<file path="src/rtl/midi_decoder_pkg.sv">
// Shared MIDI decoder definitions: command codes, FSM states and byte helpers.
// Consumers of the midi_cmd bus compare against the MIDI_CMD_* constants here.
package midi_decoder_pkg;

  localparam int unsigned MIDI_CMD_SIZE = 3;

  localparam logic [MIDI_CMD_SIZE-1:0] MIDI_CMD_NOTE_OFF = 3'd0;
  localparam logic [MIDI_CMD_SIZE-1:0] MIDI_CMD_NOTE_ON  = 3'd1;
  localparam logic [MIDI_CMD_SIZE-1:0] MIDI_CMD_POLY_AT  = 3'd2;
  localparam logic [MIDI_CMD_SIZE-1:0] MIDI_CMD_CC       = 3'd3;
  localparam logic [MIDI_CMD_SIZE-1:0] MIDI_CMD_PROG     = 3'd4;
  localparam logic [MIDI_CMD_SIZE-1:0] MIDI_CMD_CHAN_AT  = 3'd5;
  localparam logic [MIDI_CMD_SIZE-1:0] MIDI_CMD_PITCH    = 3'd6;
  localparam logic [MIDI_CMD_SIZE-1:0] MIDI_CMD_SYS_RT   = 3'd7;

  typedef enum logic [1:0] {
    ST_IDLE,
    ST_WAIT_D0,
    ST_WAIT_D1,
    ST_SKIP
  } midi_state_e;

  // Program change and channel aftertouch carry a single data byte.
  function automatic logic midi_is_one_byte(input logic [MIDI_CMD_SIZE-1:0] cmd);
    return (cmd == MIDI_CMD_PROG) || (cmd == MIDI_CMD_CHAN_AT);
  endfunction

  function automatic logic midi_is_realtime(input logic [7:0] b);
    return b[7:3] == 5'b11111;
  endfunction

  function automatic logic midi_is_syscommon(input logic [7:0] b);
    return b[7:3] == 5'b11110;
  endfunction

endpackage

</file>
<file path="src/rtl/midi_decoder.sv">
// MIDI byte-stream decoder with running status, SysEx/system-common skipping,
// realtime pass-through and an optional single-channel filter.
module midi_decoder
  import midi_decoder_pkg::*;
#(
  parameter logic       OMNI    = 1'b1,
  parameter logic [3:0] CHANNEL = 4'd0
) (
  input  logic                     clk,
  input  logic                     reset,
  input  logic                     uart_rx_rdy,
  input  logic [7:0]               uart_rx_data,
  output logic                     midi_rdy,
  output logic [MIDI_CMD_SIZE-1:0] midi_cmd,
  output logic [3:0]               midi_ch_sysn,
  output logic [6:0]               midi_data0,
  output logic [6:0]               midi_data1
);

  midi_state_e              r_state;
  midi_state_e              w_state_nxt;
  logic [MIDI_CMD_SIZE-1:0] r_st_cmd;
  logic [MIDI_CMD_SIZE-1:0] w_st_cmd_nxt;
  logic [3:0]               r_st_chan;
  logic [3:0]               w_st_chan_nxt;
  logic [6:0]               r_data0;
  logic [6:0]               w_data0_nxt;

  logic                     w_emit;
  logic [MIDI_CMD_SIZE-1:0] w_out_cmd;
  logic [3:0]               w_out_ch;
  logic [6:0]               w_out_d0;
  logic [6:0]               w_out_d1;
  logic                     w_pass;

  logic                     r_rdy;
  logic [MIDI_CMD_SIZE-1:0] r_cmd;
  logic [3:0]               r_ch;
  logic [6:0]               r_d0;
  logic [6:0]               r_d1;

  assign w_pass = OMNI || (r_st_chan == CHANNEL);

  always_comb begin
    w_state_nxt   = r_state;
    w_st_cmd_nxt  = r_st_cmd;
    w_st_chan_nxt = r_st_chan;
    w_data0_nxt   = r_data0;
    w_emit        = 1'b0;
    w_out_cmd     = '0;
    w_out_ch      = '0;
    w_out_d0      = '0;
    w_out_d1      = '0;

    if (uart_rx_rdy) begin
      if (midi_is_realtime(uart_rx_data)) begin
        // Realtime bytes may arrive mid-message; decoder context is left intact.
        w_emit    = 1'b1;
        w_out_cmd = MIDI_CMD_SYS_RT;
        w_out_ch  = uart_rx_data[3:0];
      end else if (midi_is_syscommon(uart_rx_data)) begin
        w_st_cmd_nxt  = '0;
        w_st_chan_nxt = '0;
        w_state_nxt   = ((uart_rx_data == 8'hF6) || (uart_rx_data == 8'hF7)) ? ST_IDLE : ST_SKIP;
      end else if (uart_rx_data[7]) begin
        w_st_cmd_nxt  = uart_rx_data[6:4];
        w_st_chan_nxt = uart_rx_data[3:0];
        w_state_nxt   = ST_WAIT_D0;
      end else begin
        unique case (r_state)
          ST_WAIT_D0: begin
            if (midi_is_one_byte(r_st_cmd)) begin
              w_emit    = w_pass;
              w_out_cmd = r_st_cmd;
              w_out_ch  = r_st_chan;
              w_out_d0  = uart_rx_data[6:0];
            end else begin
              w_data0_nxt = uart_rx_data[6:0];
              w_state_nxt = ST_WAIT_D1;
            end
          end
          ST_WAIT_D1: begin
            w_emit      = w_pass;
            w_out_cmd   = ((r_st_cmd == MIDI_CMD_NOTE_ON) && (uart_rx_data[6:0] == 7'd0))
                          ? MIDI_CMD_NOTE_OFF : r_st_cmd;
            w_out_ch    = r_st_chan;
            w_out_d0    = r_data0;
            w_out_d1    = uart_rx_data[6:0];
            w_state_nxt = ST_WAIT_D0;
          end
          default: ;
        endcase
      end
    end
  end

  always_ff @(posedge clk or posedge reset) begin
    if (reset) begin
      r_state   <= ST_IDLE;
      r_st_cmd  <= '0;
      r_st_chan <= '0;
      r_data0   <= '0;
    end else begin
      r_state   <= w_state_nxt;
      r_st_cmd  <= w_st_cmd_nxt;
      r_st_chan <= w_st_chan_nxt;
      r_data0   <= w_data0_nxt;
    end
  end

  always_ff @(posedge clk or posedge reset) begin
    if (reset) begin
      r_rdy <= 1'b0;
      r_cmd <= '0;
      r_ch  <= '0;
      r_d0  <= '0;
      r_d1  <= '0;
    end else begin
      r_rdy <= w_emit;
      if (w_emit) begin
        r_cmd <= w_out_cmd;
        r_ch  <= w_out_ch;
        r_d0  <= w_out_d0;
        r_d1  <= w_out_d1;
      end
    end
  end

  assign midi_rdy     = r_rdy;
  assign midi_cmd     = r_cmd;
  assign midi_ch_sysn = r_ch;
  assign midi_data0   = r_d0;
  assign midi_data1   = r_d1;

endmodule

</file>
<file path="config.mk">
export PLATFORM = sky130hd
export DESIGN_NAME = midi_decoder
export DESIGN_NICKNAME = d
export VERILOG_FILES = /design/src/rtl/midi_decoder_pkg.sv /design/src/rtl/midi_decoder.sv
export SDC_FILE = /design/constraint.sdc
export NUM_CORES = 1
export LEC_CHECK = 0
export CAP_MARGIN = 20
export CORE_UTILIZATION = 55
export CTS_BUF_LIST = sky130_fd_sc_hd__clkbuf_16
export CTS_CLUSTER_SIZE = 25
export DETAILED_ROUTE_END_ITERATION = 7
export GPL_ROUTABILITY_DRIVEN = 0
export HOLD_SLACK_MARGIN = 0.06
export PLACE_DENSITY = 0.83
export SLEW_MARGIN = 30
export SYNTH_ARGS = -nofsm -noshare
export SYNTH_HDL_FRONTEND = slang
export SYNTH_SLANG_ARGS = --single-unit
</file>
<file path="constraint.sdc">
create_clock -name clk -period 5.6 [get_ports clk]
set_input_delay 1.12 -clock clk [delete_from_list [all_inputs] [get_ports clk]]
set_output_delay 1.12 -clock clk [all_outputs]
set_load 0.01 [all_outputs]
</file>
==> results of run 1 <==
[cells in the final DEF (no fill, tap or decap), drive strengths merged, types with 2 or more instances in the layout]
master          n
nand2           2
clkbuf          5
a21oi           7
clkdlybuf4s50  32
a22o           24
mux2           17
nand3b          2
mux2i           2
inv             9
dfrtp          38
clkinv          2
and3            3
o21ai           2
nor3            3
ha              2
nor2            5
nand3           2
[critical path, stage by stage]
cell and delay (ns):
clkdlybuf4s50_1 0.54, and3_1 0.29, and3_4 0.21, o21ai_2 0.41
inv_2 0.25, mux2_4 0.36
[power by group through the flow]
stage	Sequential (mW)	Clock (mW)	Combinational, mW
after floorplan	0.459	0	0.181
after global placement	0.435	0	0.366
after detailed placement	0.441	0	0.378
after CTS	0.439	0.263	0.381
after global routing	0.450	0.274	0.409
final	0.438	0.261	0.378
[sequential cells by signal, summed over array words and instances, names as in the netlist]
signal / flops
midi_cmd: 3
r_data0: 7
r_st_cmd: 3
r_state: 2
midi_data0: 7
midi_data1: 7
r_st_chan: 4
midi_ch_sysn: 4
midi_rdy: 1
[logic make-up (layout without fill, tap and decap cells)]
| kind of cell | after synthesis | after routing | synth area share, % |
|---|---|---|---|
| multiplexers | 19 | 19 | 13.8 |
| buffers and inverters | 15 | 49 | 3.85 |
| adder cells (fa/ha/maj) | 2 | 2 | 1.45 |
| AO/OA/AOI/OAI | 41 | 41 | 18.9 |
| AND/OR/NAND/NOR | 21 | 21 | 6.83 |
| flip-flops | 38 | 38 | 55.2 |
[layer usage]
metal,vias up,GRT usage (%),share of wire (%)
met5,-,0,0
met4,0,8.50,1.1
met3,5,7.81,6.4
met2,59,38.6,48
met1,606,33.8,44
li1,572,-,-
[cell type report]
class	instances	area, µm²
fill	181	662
tap	31	38.8
sequential	38	951
clock buffer	5	125
multi-input combinational	83	706
timing repair buffer	33	328
inverter	8	30.0
clock inverter	3	12.5
[cells in the mapped netlist (all sizes together)]
| master | number |
|---|---|
| ha | 2 |
| o21ai | 2 |
| nand3 | 2 |
| o21a | 1 |
| clkbuf | 3 |
| nor2 | 5 |
| nand4 | 1 |
| and3 | 3 |
| a21oi | 7 |
| and2 | 1 |
| o211ai | 1 |
| and3b | 1 |
| buf | 4 |
| nand3b | 2 |
| o32a | 1 |
| o22ai | 1 |
| mux2i | 2 |
| a31oi | 1 |
| a21o | 1 |
| mux2 | 17 |
| o22a | 1 |
| inv | 8 |
| a2bb2oi | 1 |
| nor4 | 1 |
| nor3 | 3 |
| dfrtp | 38 |
| a22o | 24 |
| nand2 | 2 |
[final timing paths]
| kind | start | to | slack (ns) |
|---|---|---|---|
| max | uart_rx_data[6] | midi_data0[3] | 2.57 |
| max in group asynchronous | reset | midi_ch_sysn[1] | 4.02 |
| min reg2reg | r_st_chan[3] | r_st_chan[3] | 0.49 |
| max reg2reg | r_state[0] | midi_data0[3] | 3.36 |
| min | r_st_chan[3] | r_st_chan[3] | 0.49 |
| min in group asynchronous | reset | midi_data0[4] | 1.26 |
==> qor.yml, run 1 <==
placement:
  dp_cells: 193
  pre_cts_ws_ns: 2.32
  dp_hpwl_um: 2550
  port_buffers: 32
  dpl_cell_area_mm2: 0.00205
cells_and_area:
  finalNetCount: 182
  final_cells: 201
  diodes: 0
  finalInstanceArea_mm2: 0.00219
  final_core_util_pct: 76.8
  drive_gt1_share_pct: 16.5
  area_delta_synth_final_pct: 27.2
global_routing:
  grt_use_total_pct: 25.0
  grt_pass1_vias: 1247
  grt_overflow: 0
  grt_antenna_before_repair: 0
  grt_max_degree: 39
  grt_pass1_wl_um: 6170
clocking:
  cts-root-buf: "clkbuf_16"
  cts-buffers-inserted: 5
  path_clk_slew_ns: 0.05
  cts_tree: "built"
  ctsHtreeMaxLevel: 2
  postCtsSetupBuffers: 0
  cts_sinks: 38
  cts_buffer_depth: 2
  clock_latency_ns: 0.28
  holdBufCountCts: 0
  cts_resized: 0
run_status:
  violations: "DRC"
  outcome: "finished with violations"
synthesis:
  synth.top_cells.by_area: "dfrtp_1 55%, a22o_1 12%, mux2_2 6.5%"
  synth_top_area_share_pct: 55.2
  yosysWarningCount: 0
  yosysSeqAreaShare_pct: 55.2
  synth-seq-cells: 38
  synth_area_mm2: 0.00172
  synthDistinctLibCells: 35
  yosysTopAreaCell: "dfrtp_1"
  syn_nets: 149
  postSynthAreaPerCell_um2: 12.7
  synthCells: 136
detailed_routing:
  totalWireLength_um: 3690
  firstDrtPassIters: 7
  first_iter_violations: 58
  wl_per_cell_um: 18.3
  num_vias: 1242
  vias_per_cell: 6.18
  ant_nets: 0
  remaining_drc_errors: 2
timing:
  finalCritPeriodShare_pct: 54.1
  rsz0062_at_grt: "no"
  max_freq_mhz: 330
  tightest_slew_ns: 0.809
  finalSetupTns_ns: 0
  fin_crit_ns: 3.03
  relSlewSlack_pct: 45.6
  whs_ns: 0.489
  setup_viol: 0
  hold_violations: 0
  skew_ns: 0.00315
  drv_slew: 0
  fin_ws_ns: 2.57
floorplan:
  coreArea_mm2: 0.00285
  die_h_um: 58.0
  fp.dieArea_mm2: 0.00336
  fp-row-count: 19
  start_util_pct: 60.4
  die_w_um: 58.0
  pin_count: 33
pwr:
  pwr-share-clk_pct: 24.2
  power_mw: 1.08
  p_leak_nw: 0.985
  seq_power_share_pct: 40.7
  vdd.ir_drop.worst_v: 0.000350
  internal_power_mw: 0.763
  p_sw_mw: 0.315
  p_comb_share_pct: 35.1
  sw_frac_of_total_pct: 29.2
  power_density_mw_per_mm2: 492
critical_path:
  crit_fanout: 12
  critPathRequiredTime_ns: 5.76
  setup.worst_path.class: "in -> reg"
  end_kind: "register"
  r2r_cells: 6
  cp_data_arrival_time_ns: 3.19
  cp-start-kind: "input pin"
worst_hold_path:
  hp-class: "reg -> reg"
  whs_path_depth: 1
run:
  maxCapViolCount: 0
Power figures use the tool's default switching activity.
==> run 2, diff against run 1 <==
CORE_UTILIZATION = 51   (was 55)
PLACE_DENSITY = 0.78   (was 0.83)
clock period = 3.15 ns   (was 5.6 ns; I/O delays follow)
==> qor.yml, run 2 (synthesis gave the netlist of run 1 again) <==
run_status:
  outcome: "finished, final reports clean"  # was finished with violations
pwr:
  vdd.ir_drop.worst_v: 0.000585  # was 0.000350 V
  p_leak_nw: 0.992  # was 0.985 nW
  power_density_mw_per_mm2: 862  # was 492 mW/mm²
cells_and_area:
  final_cells: 215  # was 201
  multiInputGateArea_um2: 706  # unchanged
  regArea_um2: 951  # unchanged
  diodes: 0  # unchanged
  mostFrequentLayoutCells: "38 x dfrtp_1, 32 x clkdlybuf4s50_1, 24 x a22o_1"  # unchanged
  finalNetCount: 184  # was 182
  fill_cells: 232  # was 181
  area_delta_synth_final_pct: 28.8  # was 27.2%
  drive_gt1_share_pct: 18.1  # was 16.5%
  layout_commonest_cell: "dfrtp_1"  # unchanged
floorplan:
  start_util_pct: 55.1  # was 60.4%
  coreArea_mm2: 0.00313  # was 0.00285 mm²
  die_h_um: 60.1  # was 58.0 µm
  fp-row-count: 20  # was 19
  pin_count: 33  # unchanged
  die_w_um: 60.1  # was 58.0 µm
  fp.dieArea_mm2: 0.00361  # was 0.00336 mm²
placement:
  port_buffers: 32  # unchanged
  dp_hpwl_um: 2550  # about the same
  dp_cells: 208  # was 193
run:
  maxCapViolCount: 0  # unchanged
critical_path:
  cp-start-kind: "input pin"  # unchanged
  cp_slowest_cell: "clkdlybuf4s50_1"  # unchanged
  r2r_end: "midi_ch_sysn[3]"  # was midi_data0[3]
  cp_data_arrival_time_ns: 2.51  # was 3.19 ns
  r2r_cells: 7  # was 6
  end_kind: "register"  # unchanged
  r2r-start: "r_state[0]"  # unchanged
  crit_fanout: 11  # was 12
  max_stage_delay_ns: 0.56  # was 0.54 ns
  critPathRequiredTime_ns: 3.31  # was 5.76 ns
  crit_chain: "clkdlybuf4s50_1 > nor2_1 > o21a_1 > o21ai_2 > inv_2 > mux2_2"  # was clkdlybuf4s50_1 > and3_1 > and3_4 > o21ai_2 > inv_2 > mux2_4
  setup.worst_path.class: "in -> reg"  # unchanged
  r2r_slack_ns: 1.05  # was 3.36 ns
clocking:
  clock_latency_ns: 0.28  # about the same
  path_clk_slew_ns: 0.05  # about the same
  cts-buffers-inserted: 5  # unchanged
  postCtsSetupBuffers: 0  # unchanged
  cts_sinks: 38  # unchanged
  cts-root-buf: "clkbuf_16"  # unchanged
  cts_resized: 0  # unchanged
  ctsHtreeMaxLevel: 2  # unchanged
  cts_buffer_depth: 2  # unchanged
  holdBufCountCts: 0  # unchanged
  cts_tree: "built"  # unchanged
global_routing:
  grt_use_total_pct: 23.5  # was 25.0%
  grt_pass1_wl_um: 6070  # was 6170 µm
  use_met2_pct: 36.1  # was 38.6%
  grt_max_degree: 39  # unchanged
  grt_antenna_before_repair: 0  # unchanged
  grt_overflow: 0  # unchanged
  top_usage_layer: "met2"  # unchanged
  use_met3_pct: 6.49  # was 7.81%
  grt_pass1_vias: 1273  # was 1247
  grt_use_met1_pct: 31.6  # was 33.8%
detailed_routing:
  totalWireLength_um: 3720  # was 3690 µm
  num_vias: 1263  # was 1242
  ant_nets: 0  # unchanged
  vias_per_cell: 5.87  # was 6.18
  first_iter_violations: 70  # was 58
  wl_per_cell_um: 17.3  # was 18.3 µm
  firstDrtPassIters: 5  # was 7
  remaining_drc_errors: 0  # was 2
timing:
  hold_violations: 0  # unchanged
  tightest_slew_ns: 0.473  # was 0.809 ns
  fin_crit_ns: 2.35
  finalCritPeriodShare_pct: 74.7
  skew_ns: 0.00278  # was 0.00315 ns
  rsz0062_at_grt: "no"  # unchanged
  relSlewSlack_pct: 68.5  # was 45.6%
  setup_viol: 0  # unchanged
  max_freq_mhz: 425
  drv_slew: 0  # unchanged
  finalSetupTns_ns: 0  # unchanged
worst_hold_path:
  hp-start: "r_st_chan[3]"  # unchanged
  holdPathEnd: "r_st_chan[3]"  # unchanged
  hp-class: "reg -> reg"  # unchanged
  whs_path_depth: 1  # unchanged
[run 2: cell types whose count changed in the layout (fill, tap and decap cells not counted), sizes merged]
cell	previous run	this run
inv	9	8
buf	1	3
[run 2: area by class of cell]
cell class,count,area share (%)
clock inverter,2,0.451
tap,44,2.48
timing repair buffer,35,15.4
multi-input combinational,83,31.8
inverter,8,1.35
sequential,38,42.8
clock buffer,5,5.64
[run 2: how the worst max path moves through the flow]
stage / start / slack, ns / endpoint
final: uart_rx_data[7] / 0.80 / midi_ch_sysn[3]
after global placement: uart_rx_data[6] / 0.64 / midi_ch_sysn[3]
after CTS: uart_rx_data[7] / 0.83 / midi_ch_sysn[3]
after detailed placement: uart_rx_data[7] / 0.56 / midi_ch_sysn[3]
after floorplan: uart_rx_data[7] / 1.25 / midi_data0[0]
after global routing: uart_rx_data[7] / 0.71 / midi_ch_sysn[3]
[run 2: power by group]
part	internal, mW	switching (mW)	total [mW]
combinational	0.402	0.274	0.676
clock	0.285	0.175	0.460
sequential	0.671	0.105	0.776
total	1.36	0.554	1.91
[run 2: through the flow]
| step | worst slack [ns] | cell area [µm²] | total power [mW] | util [%] | hold WS (ns) |
|---|---|---|---|---|---|
| finish | 0.796 | 2220 | 1.91 | 71.0 | 0.495 |
| global route | 0.715 | 2220 | 2.02 | 71.0 | 0.511 |
| CTS | 0.827 | 2220 | 1.92 | 71.0 | 0.491 |
| detailed placement | 0.558 | 2080 | 1.46 | 66.6 | 0.475 |
| global placement | 0.641 | 2080 | 1.43 | 66.6 | 0.472 |
| floorplan | 1.25 | 1720 | 1.14 | - | 0.454 |
[run 2: worst max-delay path: cells and delay by family]
family	cells	cell delay, ns
AO/OA/AOI/OAI	2	0.32
buffers and inverters	2	0.82
multiplexers	1	0.38
AND/OR/NAND/NOR	1	0.36
[run 2: metal layers]
layer  routed length, µm  share of wire [%]  up-vias
met2                1820                 49       34
met3                 153                4.1        5
met4                  53                1.4        0
li1                    -                  -      575
met5                   0                  0        -
met1                1690                 46      649
